===== src/rtl/mem_port_arbiter_if.sv =====
// Bundle of requester, memory and status signals around mem_port_arbiter.
// slave = the arbiter; master = the requesters/memory/control side.
interface mem_port_arbiter_if #(
  parameter int ADDR_W = 32,
  parameter int DATA_W = 32
);
  logic                  i_halt;
  logic                  i_if_req;
  logic [ADDR_W-1:0]     i_if_addr;
  logic                  o_if_ack;
  logic [DATA_W-1:0]     o_if_rdata;
  logic                  i_dm_req;
  logic                  i_dm_wr;
  logic [ADDR_W-1:0]     i_dm_addr;
  logic [DATA_W-1:0]     i_dm_wdata;
  logic [DATA_W/8-1:0]   i_dm_mask;
  logic                  o_dm_ack;
  logic [DATA_W-1:0]     o_dm_rdata;
  logic                  o_mem_req;
  logic                  o_mem_wr;
  logic [ADDR_W-1:0]     o_mem_addr;
  logic [DATA_W-1:0]     o_mem_wdata;
  logic [DATA_W/8-1:0]   o_mem_mask;
  logic                  i_mem_ready;
  logic                  i_mem_rvalid;
  logic [DATA_W-1:0]     i_mem_rdata;
  logic                  o_busy;
  logic                  o_halted;
  logic                  o_err;

  modport slave (
    input  i_halt, i_if_req, i_if_addr, i_dm_req, i_dm_wr, i_dm_addr, i_dm_wdata, i_dm_mask,
           i_mem_ready, i_mem_rvalid, i_mem_rdata,
    output o_if_ack, o_if_rdata, o_dm_ack, o_dm_rdata, o_mem_req, o_mem_wr, o_mem_addr,
           o_mem_wdata, o_mem_mask, o_busy, o_halted, o_err
  );

  modport master (
    output i_halt, i_if_req, i_if_addr, i_dm_req, i_dm_wr, i_dm_addr, i_dm_wdata, i_dm_mask,
           i_mem_ready, i_mem_rvalid, i_mem_rdata,
    input  o_if_ack, o_if_rdata, o_dm_ack, o_dm_rdata, o_mem_req, o_mem_wr, o_mem_addr,
           o_mem_wdata, o_mem_mask, o_busy, o_halted, o_err
  );
endinterface


===== src/rtl/mem_port_arbiter.sv =====
// Shares one memory port between instruction fetch and data load/store.
// Optional transaction watchdog: define MEM_PORT_ARBITER_TIMEOUT_EN.
module mem_port_arbiter #(
  parameter int ADDR_W      = 32,
  parameter int DATA_W      = 32,
`ifdef MEM_PORT_ARBITER_TIMEOUT_EN
  parameter int TIMEOUT_CYC = 64,
`endif
  parameter int MAX_WAIT    = 4
) (
  input logic               i_clk,
  input logic               i_rst,
  mem_port_arbiter_if.slave bus
);
  // state | meaning
  // IDLE  | arbitrate eligible requesters, latch the winner's request
  // ISSUE | drive the memory request until the memory accepts it
  // WAIT  | read accepted, wait for read data
  // RESP  | one-cycle ack to the winner
  localparam int MASK_W = DATA_W / 8;
  localparam int SC_W   = $clog2(MAX_WAIT + 1);
  localparam logic [SC_W-1:0] SC_MAX = SC_W'(MAX_WAIT);

  typedef enum logic [1:0] {S_IDLE, S_ISSUE, S_WAIT, S_RESP} state_t;

  state_t              state_q, state_d;
  logic                win_dm_q, win_dm_d;
  logic                wr_q, wr_d;
  logic [ADDR_W-1:0]   addr_q, addr_d;
  logic [DATA_W-1:0]   wdata_q, wdata_d;
  logic [MASK_W-1:0]   mask_q, mask_d;
  logic [DATA_W-1:0]   if_rdata_q, if_rdata_d;
  logic [DATA_W-1:0]   dm_rdata_q, dm_rdata_d;
  logic [SC_W-1:0]     starve_q, starve_d;
  logic                if_elig, dm_elig, fetch_forced;
`ifdef MEM_PORT_ARBITER_TIMEOUT_EN
  localparam int WD_W = $clog2(TIMEOUT_CYC + 1);
  logic [WD_W-1:0]     wd_q, wd_d;
  logic                err_q, err_d;
`endif

  always_comb begin
    state_d    = state_q;
    win_dm_d   = win_dm_q;
    wr_d       = wr_q;
    addr_d     = addr_q;
    wdata_d    = wdata_q;
    mask_d     = mask_q;
    if_rdata_d = if_rdata_q;
    dm_rdata_d = dm_rdata_q;
    starve_d   = starve_q;
    if_elig      = bus.i_if_req & ~bus.i_halt;
    dm_elig      = bus.i_dm_req;
    fetch_forced = if_elig & (starve_q == SC_MAX);
`ifdef MEM_PORT_ARBITER_TIMEOUT_EN
    wd_d  = wd_q;
    err_d = err_q;
`endif
    case (state_q)
      S_IDLE: begin
`ifdef MEM_PORT_ARBITER_TIMEOUT_EN
        wd_d  = '0;
        err_d = 1'b0;
`endif
        if (if_elig | dm_elig) begin
          state_d = S_ISSUE;
`ifdef MEM_PORT_ARBITER_TIMEOUT_EN
          wd_d = WD_W'(TIMEOUT_CYC - 1);
`endif
          if (dm_elig & ~fetch_forced) begin
            win_dm_d = 1'b1;
            wr_d     = bus.i_dm_wr;
            addr_d   = bus.i_dm_addr;
            wdata_d  = bus.i_dm_wdata;
            mask_d   = bus.i_dm_mask;
            // fetch lost while eligible; cannot exceed MAX_WAIT since it would have won
            if (if_elig) starve_d = starve_q + 1'b1;
          end else begin
            win_dm_d = 1'b0;
            wr_d     = 1'b0;
            addr_d   = bus.i_if_addr;
            wdata_d  = '0;
            mask_d   = '1;
            starve_d = '0;
          end
        end
      end
      S_ISSUE: if (bus.i_mem_ready) state_d = wr_q ? S_RESP : S_WAIT;
      S_WAIT: begin
        if (bus.i_mem_rvalid) begin
          state_d = S_RESP;
          if (win_dm_q) dm_rdata_d = bus.i_mem_rdata;
          else          if_rdata_d = bus.i_mem_rdata;
        end
      end
      S_RESP:  state_d = S_IDLE;
      default: state_d = S_IDLE;
    endcase
`ifdef MEM_PORT_ARBITER_TIMEOUT_EN
    // Down-counter runs through ISSUE and WAIT; terminal count forces RESP if no progress.
    if (state_q == S_ISSUE || state_q == S_WAIT) begin
      if (wd_q != '0) wd_d = wd_q - 1'b1;
      if (state_d == state_q && wd_q == '0) begin
        state_d = S_RESP;
        err_d   = 1'b1;
        if (!wr_q) begin
          if (win_dm_q) dm_rdata_d = '0;
          else          if_rdata_d = '0;
        end
      end
    end
`endif
  end

  always_ff @(posedge i_clk or negedge i_rst) begin
    if (!i_rst) begin
      state_q    <= S_IDLE;
      win_dm_q   <= 1'b0;
      wr_q       <= 1'b0;
      addr_q     <= '0;
      wdata_q    <= '0;
      mask_q     <= '0;
      if_rdata_q <= '0;
      dm_rdata_q <= '0;
      starve_q   <= '0;
`ifdef MEM_PORT_ARBITER_TIMEOUT_EN
      wd_q       <= '0;
      err_q      <= 1'b0;
`endif
    end else begin
      state_q    <= state_d;
      win_dm_q   <= win_dm_d;
      wr_q       <= wr_d;
      addr_q     <= addr_d;
      wdata_q    <= wdata_d;
      mask_q     <= mask_d;
      if_rdata_q <= if_rdata_d;
      dm_rdata_q <= dm_rdata_d;
      starve_q   <= starve_d;
`ifdef MEM_PORT_ARBITER_TIMEOUT_EN
      wd_q       <= wd_d;
      err_q      <= err_d;
`endif
    end
  end

  assign bus.o_busy      = (state_q != S_IDLE);
  assign bus.o_halted    = bus.i_halt & (state_q == S_IDLE);
  assign bus.o_if_ack    = (state_q == S_RESP) & ~win_dm_q;
  assign bus.o_dm_ack    = (state_q == S_RESP) & win_dm_q;
  assign bus.o_if_rdata  = if_rdata_q;
  assign bus.o_dm_rdata  = dm_rdata_q;
  assign bus.o_mem_req   = (state_q == S_ISSUE);
  assign bus.o_mem_wr    = (state_q == S_ISSUE) & wr_q;
  assign bus.o_mem_addr  = addr_q;
  assign bus.o_mem_wdata = wdata_q;
  assign bus.o_mem_mask  = mask_q;
`ifdef MEM_PORT_ARBITER_TIMEOUT_EN
  assign bus.o_err       = (state_q == S_RESP) & err_q;
`else
  assign bus.o_err       = 1'b0;
`endif
endmodule


===== src/flat_wrapper.sv =====
// flat-port wrapper written by rule: the top's interface ports become plain ports
module mem_port_arbiter_flat 
#(
  parameter int ADDR_W      = 32,
  parameter int DATA_W      = 32,

  parameter int MAX_WAIT    = 4
)
  (i_clk, i_rst, bus_i_halt, bus_i_if_req, bus_i_if_addr, bus_i_dm_req, bus_i_dm_wr, bus_i_dm_addr, bus_i_dm_wdata, bus_i_dm_mask, bus_i_mem_ready, bus_i_mem_rvalid, bus_i_mem_rdata, bus_o_if_ack, bus_o_if_rdata, bus_o_dm_ack, bus_o_dm_rdata, bus_o_mem_req, bus_o_mem_wr, bus_o_mem_addr, bus_o_mem_wdata, bus_o_mem_mask, bus_o_busy, bus_o_halted, bus_o_err);
  mem_port_arbiter_if #(.ADDR_W(ADDR_W), .DATA_W(DATA_W)) bus_i ();
  input logic i_clk;
  input logic i_rst;
  input wire logic [$bits(bus_i.i_halt)-1:0] bus_i_halt;
  input wire logic [$bits(bus_i.i_if_req)-1:0] bus_i_if_req;
  input wire logic [$bits(bus_i.i_if_addr)-1:0] bus_i_if_addr;
  input wire logic [$bits(bus_i.i_dm_req)-1:0] bus_i_dm_req;
  input wire logic [$bits(bus_i.i_dm_wr)-1:0] bus_i_dm_wr;
  input wire logic [$bits(bus_i.i_dm_addr)-1:0] bus_i_dm_addr;
  input wire logic [$bits(bus_i.i_dm_wdata)-1:0] bus_i_dm_wdata;
  input wire logic [$bits(bus_i.i_dm_mask)-1:0] bus_i_dm_mask;
  input wire logic [$bits(bus_i.i_mem_ready)-1:0] bus_i_mem_ready;
  input wire logic [$bits(bus_i.i_mem_rvalid)-1:0] bus_i_mem_rvalid;
  input wire logic [$bits(bus_i.i_mem_rdata)-1:0] bus_i_mem_rdata;
  output wire logic [$bits(bus_i.o_if_ack)-1:0] bus_o_if_ack;
  output wire logic [$bits(bus_i.o_if_rdata)-1:0] bus_o_if_rdata;
  output wire logic [$bits(bus_i.o_dm_ack)-1:0] bus_o_dm_ack;
  output wire logic [$bits(bus_i.o_dm_rdata)-1:0] bus_o_dm_rdata;
  output wire logic [$bits(bus_i.o_mem_req)-1:0] bus_o_mem_req;
  output wire logic [$bits(bus_i.o_mem_wr)-1:0] bus_o_mem_wr;
  output wire logic [$bits(bus_i.o_mem_addr)-1:0] bus_o_mem_addr;
  output wire logic [$bits(bus_i.o_mem_wdata)-1:0] bus_o_mem_wdata;
  output wire logic [$bits(bus_i.o_mem_mask)-1:0] bus_o_mem_mask;
  output wire logic [$bits(bus_i.o_busy)-1:0] bus_o_busy;
  output wire logic [$bits(bus_i.o_halted)-1:0] bus_o_halted;
  output wire logic [$bits(bus_i.o_err)-1:0] bus_o_err;
  assign bus_i.i_halt = bus_i_halt;
  assign bus_i.i_if_req = bus_i_if_req;
  assign bus_i.i_if_addr = bus_i_if_addr;
  assign bus_i.i_dm_req = bus_i_dm_req;
  assign bus_i.i_dm_wr = bus_i_dm_wr;
  assign bus_i.i_dm_addr = bus_i_dm_addr;
  assign bus_i.i_dm_wdata = bus_i_dm_wdata;
  assign bus_i.i_dm_mask = bus_i_dm_mask;
  assign bus_i.i_mem_ready = bus_i_mem_ready;
  assign bus_i.i_mem_rvalid = bus_i_mem_rvalid;
  assign bus_i.i_mem_rdata = bus_i_mem_rdata;
  assign bus_o_if_ack = bus_i.o_if_ack;
  assign bus_o_if_rdata = bus_i.o_if_rdata;
  assign bus_o_dm_ack = bus_i.o_dm_ack;
  assign bus_o_dm_rdata = bus_i.o_dm_rdata;
  assign bus_o_mem_req = bus_i.o_mem_req;
  assign bus_o_mem_wr = bus_i.o_mem_wr;
  assign bus_o_mem_addr = bus_i.o_mem_addr;
  assign bus_o_mem_wdata = bus_i.o_mem_wdata;
  assign bus_o_mem_mask = bus_i.o_mem_mask;
  assign bus_o_busy = bus_i.o_busy;
  assign bus_o_halted = bus_i.o_halted;
  assign bus_o_err = bus_i.o_err;
  mem_port_arbiter #(.ADDR_W(ADDR_W), .DATA_W(DATA_W), .MAX_WAIT(MAX_WAIT)) u_core (.i_clk(i_clk), .i_rst(i_rst), .bus(bus_i));
endmodule

===== config.mk =====
export PLATFORM = sky130hd
export DESIGN_NAME = mem_port_arbiter_flat
export DESIGN_NICKNAME = d
export VERILOG_FILES = /design/src/rtl/mem_port_arbiter_if.sv /design/src/rtl/mem_port_arbiter.sv /design/src/flat_wrapper.sv
export SDC_FILE = /design/constraint.sdc
export NUM_CORES = 1
export LEC_CHECK = 0
export ABC_AREA = 1
export BUFFER_PORTS_ARGS = -buffer_cell sky130_fd_sc_hd__buf_2
export CORE_UTILIZATION = 43
export DETAILED_ROUTE_END_ITERATION = 7
export HOLD_SLACK_MARGIN = 0.1
export PLACE_DENSITY = 0.77
export SLEW_MARGIN = 20
export SYNTH_ARGS = -nofsm -noshare
export SYNTH_HDL_FRONTEND = slang
export SYNTH_SLANG_ARGS = --single-unit

===== constraint.sdc =====
create_clock -name i_clk -period 1.5 [get_ports i_clk]
set_clock_uncertainty 0.15 [all_clocks]
set_input_delay 0.15 -clock i_clk [delete_from_list [all_inputs] [get_ports i_clk]]
set_output_delay 0.15 -clock i_clk [all_outputs]
set_load 0.005 [all_outputs]

# Word level (Yosys, flattened, before mapping)

Index checks and enable logic that the tools add are counted.

Flip-flop bits (word level): 139
Latch bits: 0
RAM bits: 0
Bits in read-only memories: 0
Bits of input ports: 140
Output and inout port bits: 139
Logic and storage cells: 48
Memories: 0

$add $sub $neg: 1
$mul: 0
Div/mod/pow operators: 0
Order comparisons: 0
Eq/ne operators: 8
Shifts and indexed selects: 0
Multiplexer cells: 12
Bitwise logic cells: 11
Reductions and logical operators: 7

Operator list:

| kind                                          | number |
|---|---|
| 2-to-1 mux 32 bit                             | 2 |
| AND reduction 3 bit                           | 4 |
| case mux 2 bit (4 select lines)               | 1 |
| bitwise AND 1 bit                             | 7 |
| 2-to-1 mux 2 bit                              | 3 |
| 2-to-1 mux 3 bit                              | 2 |
| == test 2 bit, second input constant          | 2 |
| 2-to-1 mux 4 bit                              | 1 |
| != test 2 x 1 -> 1 bit, second input constant | 2 |
| != test 2 bit, second input constant          | 2 |
| adder 3 x 1 -> 3 bit, second input constant   | 1 |
| == test 3 bit, second input constant          | 1 |
| 2-to-1 mux 1 bit                              | 3 |
| inverter 1 bit                                | 3 |
| == test 2 x 1 -> 1 bit, second input constant | 1 |
| logical NOT 2 bit                             | 1 |
| AND reduction 2 bit                           | 1 |
| nonzero test 2 bit                            | 1 |
| bitwise OR 1 bit                              | 1 |

# Depth between registers and ports, before layout

Depth in word-level cells: 7
Mapped depth: 10
Mapped depth without buffers: 9

# Least setup slack after synthesis

OpenSTA, ideal clock, no wires.

Path kind: register to register
Start: register u_core.state_q[0]
End: register u_core.addr_q[23], in the netlist u_core.bus.o_mem_addr[23]
Library setup time: 0.118 ns
Data arrival time: 1.388 ns
Data required time: 1.232 ns
Path slack: -0.156 ns
Cell stages (with the launch flop): 10
Period minus slack after synthesis: 1.656 ns
Path through: dfrtp_1 inv_1 ha_1 inv_1 a21oi_2 inv_2 buf_6 buf_4 nand2_1 nand2_1

Word-level cells in the longest chain between the ends: 2

RTL lines:

| item                          | RTL line                | source |
|---|---|---|
| start: declaration            | mem_port_arbiter.sv:26  | `state_t state_q, state_d;` |
| start signal: assignment      | mem_port_arbiter.sv:131 | `state_q <= state_d;` |
| logical NOT 2 bit             | mem_port_arbiter.sv:59  | `case (state_q)` |
| AND reduction 2 bit (no line) | --                      |  |
| end signal: assignment        | mem_port_arbiter.sv:134 | `addr_q <= addr_d;` |
| end: declaration              | mem_port_arbiter.sv:29  | `logic [ADDR_W-1:0] addr_q, addr_d;` |

No other way between the ends.
A chain may end at the register's enable or synchronous reset.

# Final worst setup path

Start: register u_core.state_q[1]
End: register u_core.addr_q[1], in the netlist u_core.bus.o_mem_addr[1]

The elaborated chain is that of the path after synthesis.

==> flow_summary.ini <==
[timing]
layout_setup_ws_ps = -212
setup_violations = 129
min_period_ps = 1710
rsz0062_at_grt = true
period_share_pct = 114
fin_hold_ws_ps = 163
finalHoldViolations = 0
fmax_ghz = 0.584
finalMaxSlewViolations = 0

[setup_path]
critPathArrivalTime_ps = 1910
cp-start-kind = flip-flop
ff2ff_setup_slack_ps = -210
critPathMaxStageDelay_ps = 400
cp_cell_sequence = inv_2, ha_4, inv_4, a21oi_4, buf_6, buf_12, buf_16, nand3_2, nand2_1
end_kind = flip-flop
crit_type = flip-flop to flip-flop
cp_slowest_cell = dfrtp_1
crit_fanout = 5
required_ps = 1700

[placed_design]
placedCellCount = 1178
placed_area_mm2 = 0.00787
place_congestion = 0.794
hpwl_um = 11300
port_buffers = 277

[run_status]
violations = setup timing
status = finished with violations

[logic_synthesis]
postSynthCellCount = 733
synth-edff-count = 0
yosys-top-cells-area = dfrtp_1, nand2_1, inv_1
syn_avg_cell_area_um2 = 8.33
yosysSeqAreaShare_pct = 56.9
yosysTopAreaCellShare_pct = 56.9
async_flop_share_pct = 100
syn_nets = 880
synth_flop_cell = dfrtp_1
synth_cell_types = 23
ys_ff_latch = 139
post-synth-top-count-cell = nand2_1
synth_common_cells = nand2_1, inv_1, dfrtp_1
yosys_warnings = 0
yosys.area.top_type = dfrtp_1
synth.cell_area_mm2 = 0.00611

[routing]
detail-route-antenna-nets = 0
viasPerCell = 5.10
drt-total-wl_um = 24800
num_vias = 7035
wl_per_cell_um = 18.0
first_pass_iters = 5
drcViolationCount = 0
drt_iter0_drc = 523

[global_routing]
grt_max_degree = 39
overflow = 0
grt_pass1_vias = 7009
grt_pass1_wl_um = 34100
grtUsageTotal_pct = 30.5
antenna_found_initial = 0

[power_and_ir_drop]
vdd_ir_drop_max_mv = 1.00
p_leak_nw = 6.07
power_mw = 19.0
p_per_area_mw_per_mm2 = 1740

[layout]
drive_above_1_share_pct = 38.7
final_cells = 1380
n_fill_cell = 827
area_growth_pct = 78.5
layout.area.seq_mm2 = 0.00348
antenna_cells = 0
fin_area_mm2 = 0.0109
utilization_pct = 78.6
layout.nets = 1334
multi_input_area_mm2 = 0.00232

[floorplan]
start_util_pct = 44.0
row_count = 43
coreArea_mm2 = 0.0139
die_area_mm2 = 0.0147
die_y_um = 121
die_x_um = 121
io_pins = 279

[clocking]
cts_buffer_depth = 2
cts_buffers = 17
clock_latency_ps = 410
cts_tree = built
clock-sinks = 139
cts_root_buffer = clkbuf_16
htreeDepth = 4
path_clk_slew_ps = 60

[hold_path]
hold_class = input port to flip-flop

[job]
maxCapViolations = 0
==> worst max-delay path: cells and delay by family (launching register included) <==
kind | cells | cell delay [ps]
adder cells (fa/ha/maj) | 1 | 160
AO/OA/AOI/OAI | 1 | 200
AND/OR/NAND/NOR | 2 | 180
flip-flops | 1 | 400
buffers and inverters | 5 | 570
==> worst paths after layout <==
kind                                           startpoint                   endpoint  depth (start not counted)
max in group asynchronous                           i_rst  u_core.bus.o_mem_addr[19]                          4
worst min register to register  u_core.bus.o_mem_addr[26]  u_core.bus.o_mem_addr[26]                          2
worst max-delay path                    u_core.state_q[1]   u_core.bus.o_mem_addr[1]                          9
worst min-delay path                         bus_i_dm_req          u_core.state_q[0]                          5
min in group asynchronous                           i_rst  u_core.bus.o_if_rdata[10]                          3
worst max register to register          u_core.state_q[1]   u_core.bus.o_mem_addr[1]                          9
==> cell usage in the layout, fill, tap and decap left out, drive strengths merged <==
cell type	n
a21oi	1
inv	150
nor2	16
ha	7
nand3	69
xor2	1
nand4	2
dfrtp	139
clkbuf	28
clkinvlp	3
o22ai	1
conb	1
o21ai	103
nand2	208
buf	326
bufinv	2
clkinv	4
dlygate4sd3	139
==> cell type report <==
class                      count  share of cell area, %
sequential                   139                   31.9
clock buffer                  20                   4.28
multi-input combinational    409                   21.3
inverter                     147                   5.13
clock inverter                12                   1.25
timing repair buffer         473                   34.1
tap                          180                   2.07
==> power breakdown <==
| group | switching, mW | internal [mW] |
|---|---|---|
| Combinational | 4.20 | 4.01 |
| Clock | 1.67 | 2.60 |
| Sequential | 1.02 | 5.46 |
| Total | 6.88 | 12.1 |
==> routing by layer <==
| layer | GRT usage, % | wire length [um] |
|---|---|---|
| met1 | 32.3 | 8780 |
| met2 | 52.9 | 12600 |
| met3 | 8.22 | 1850 |
| met4 | 20.4 | 1530 |
| met5 | 0 | 0 |
==> state kept, by name, summed over array words and instances (netlist names) <==
| register | count |
|---|---|
| u_core.bus.o_mem_addr | 32 |
| u_core.starve_q | 3 |
| u_core.bus.o_mem_wdata | 32 |
| u_core.bus.o_dm_rdata | 32 |
| u_core.bus.o_if_rdata | 32 |
| u_core.state_q | 2 |
| u_core.wr_q | 1 |
| u_core.bus.o_mem_mask | 4 |
| u_core.win_dm_q | 1 |
==> metrics by stage <==
step,setup slack (ps),TNS (ps)
after global routing,-259,-22770
final,-212,-11100
after global placement,6.72,0
after CTS,-176,-9530
after floorplan,-18.4,-591
after detailed placement,-52.7,-1200
==> kinds of logic (layout without fill, tap and decap cells) <==
logic type | count (synthesis) | count (layout) | share of synthesized area [%]
and+or+nand+nor | 295 | 295 | 19.9
buffers and inverters | 185 | 652 | 12.8
DFF | 139 | 139 | 56.9
AOI/OAI and AO/OA | 105 | 105 | 8.69
adders and majority gates | 7 | 7 | 1.43
other | 1 | 1 | 0.0614
xor gates and xnor gates | 1 | 1 | 0.143
==> repair_timing <==
action / 4_1_cts / 5_1_grt
hold buffers: 139 / 0
gates resized for setup: 29 / 135
gates cloned: 7 / 9
hold endpoints to repair: 276 / 0
setup endpoints to repair: 117 / 145
setup buffers: 6 / 16
pin swaps: 3 / 41
(Power assumes the default switching activity.)
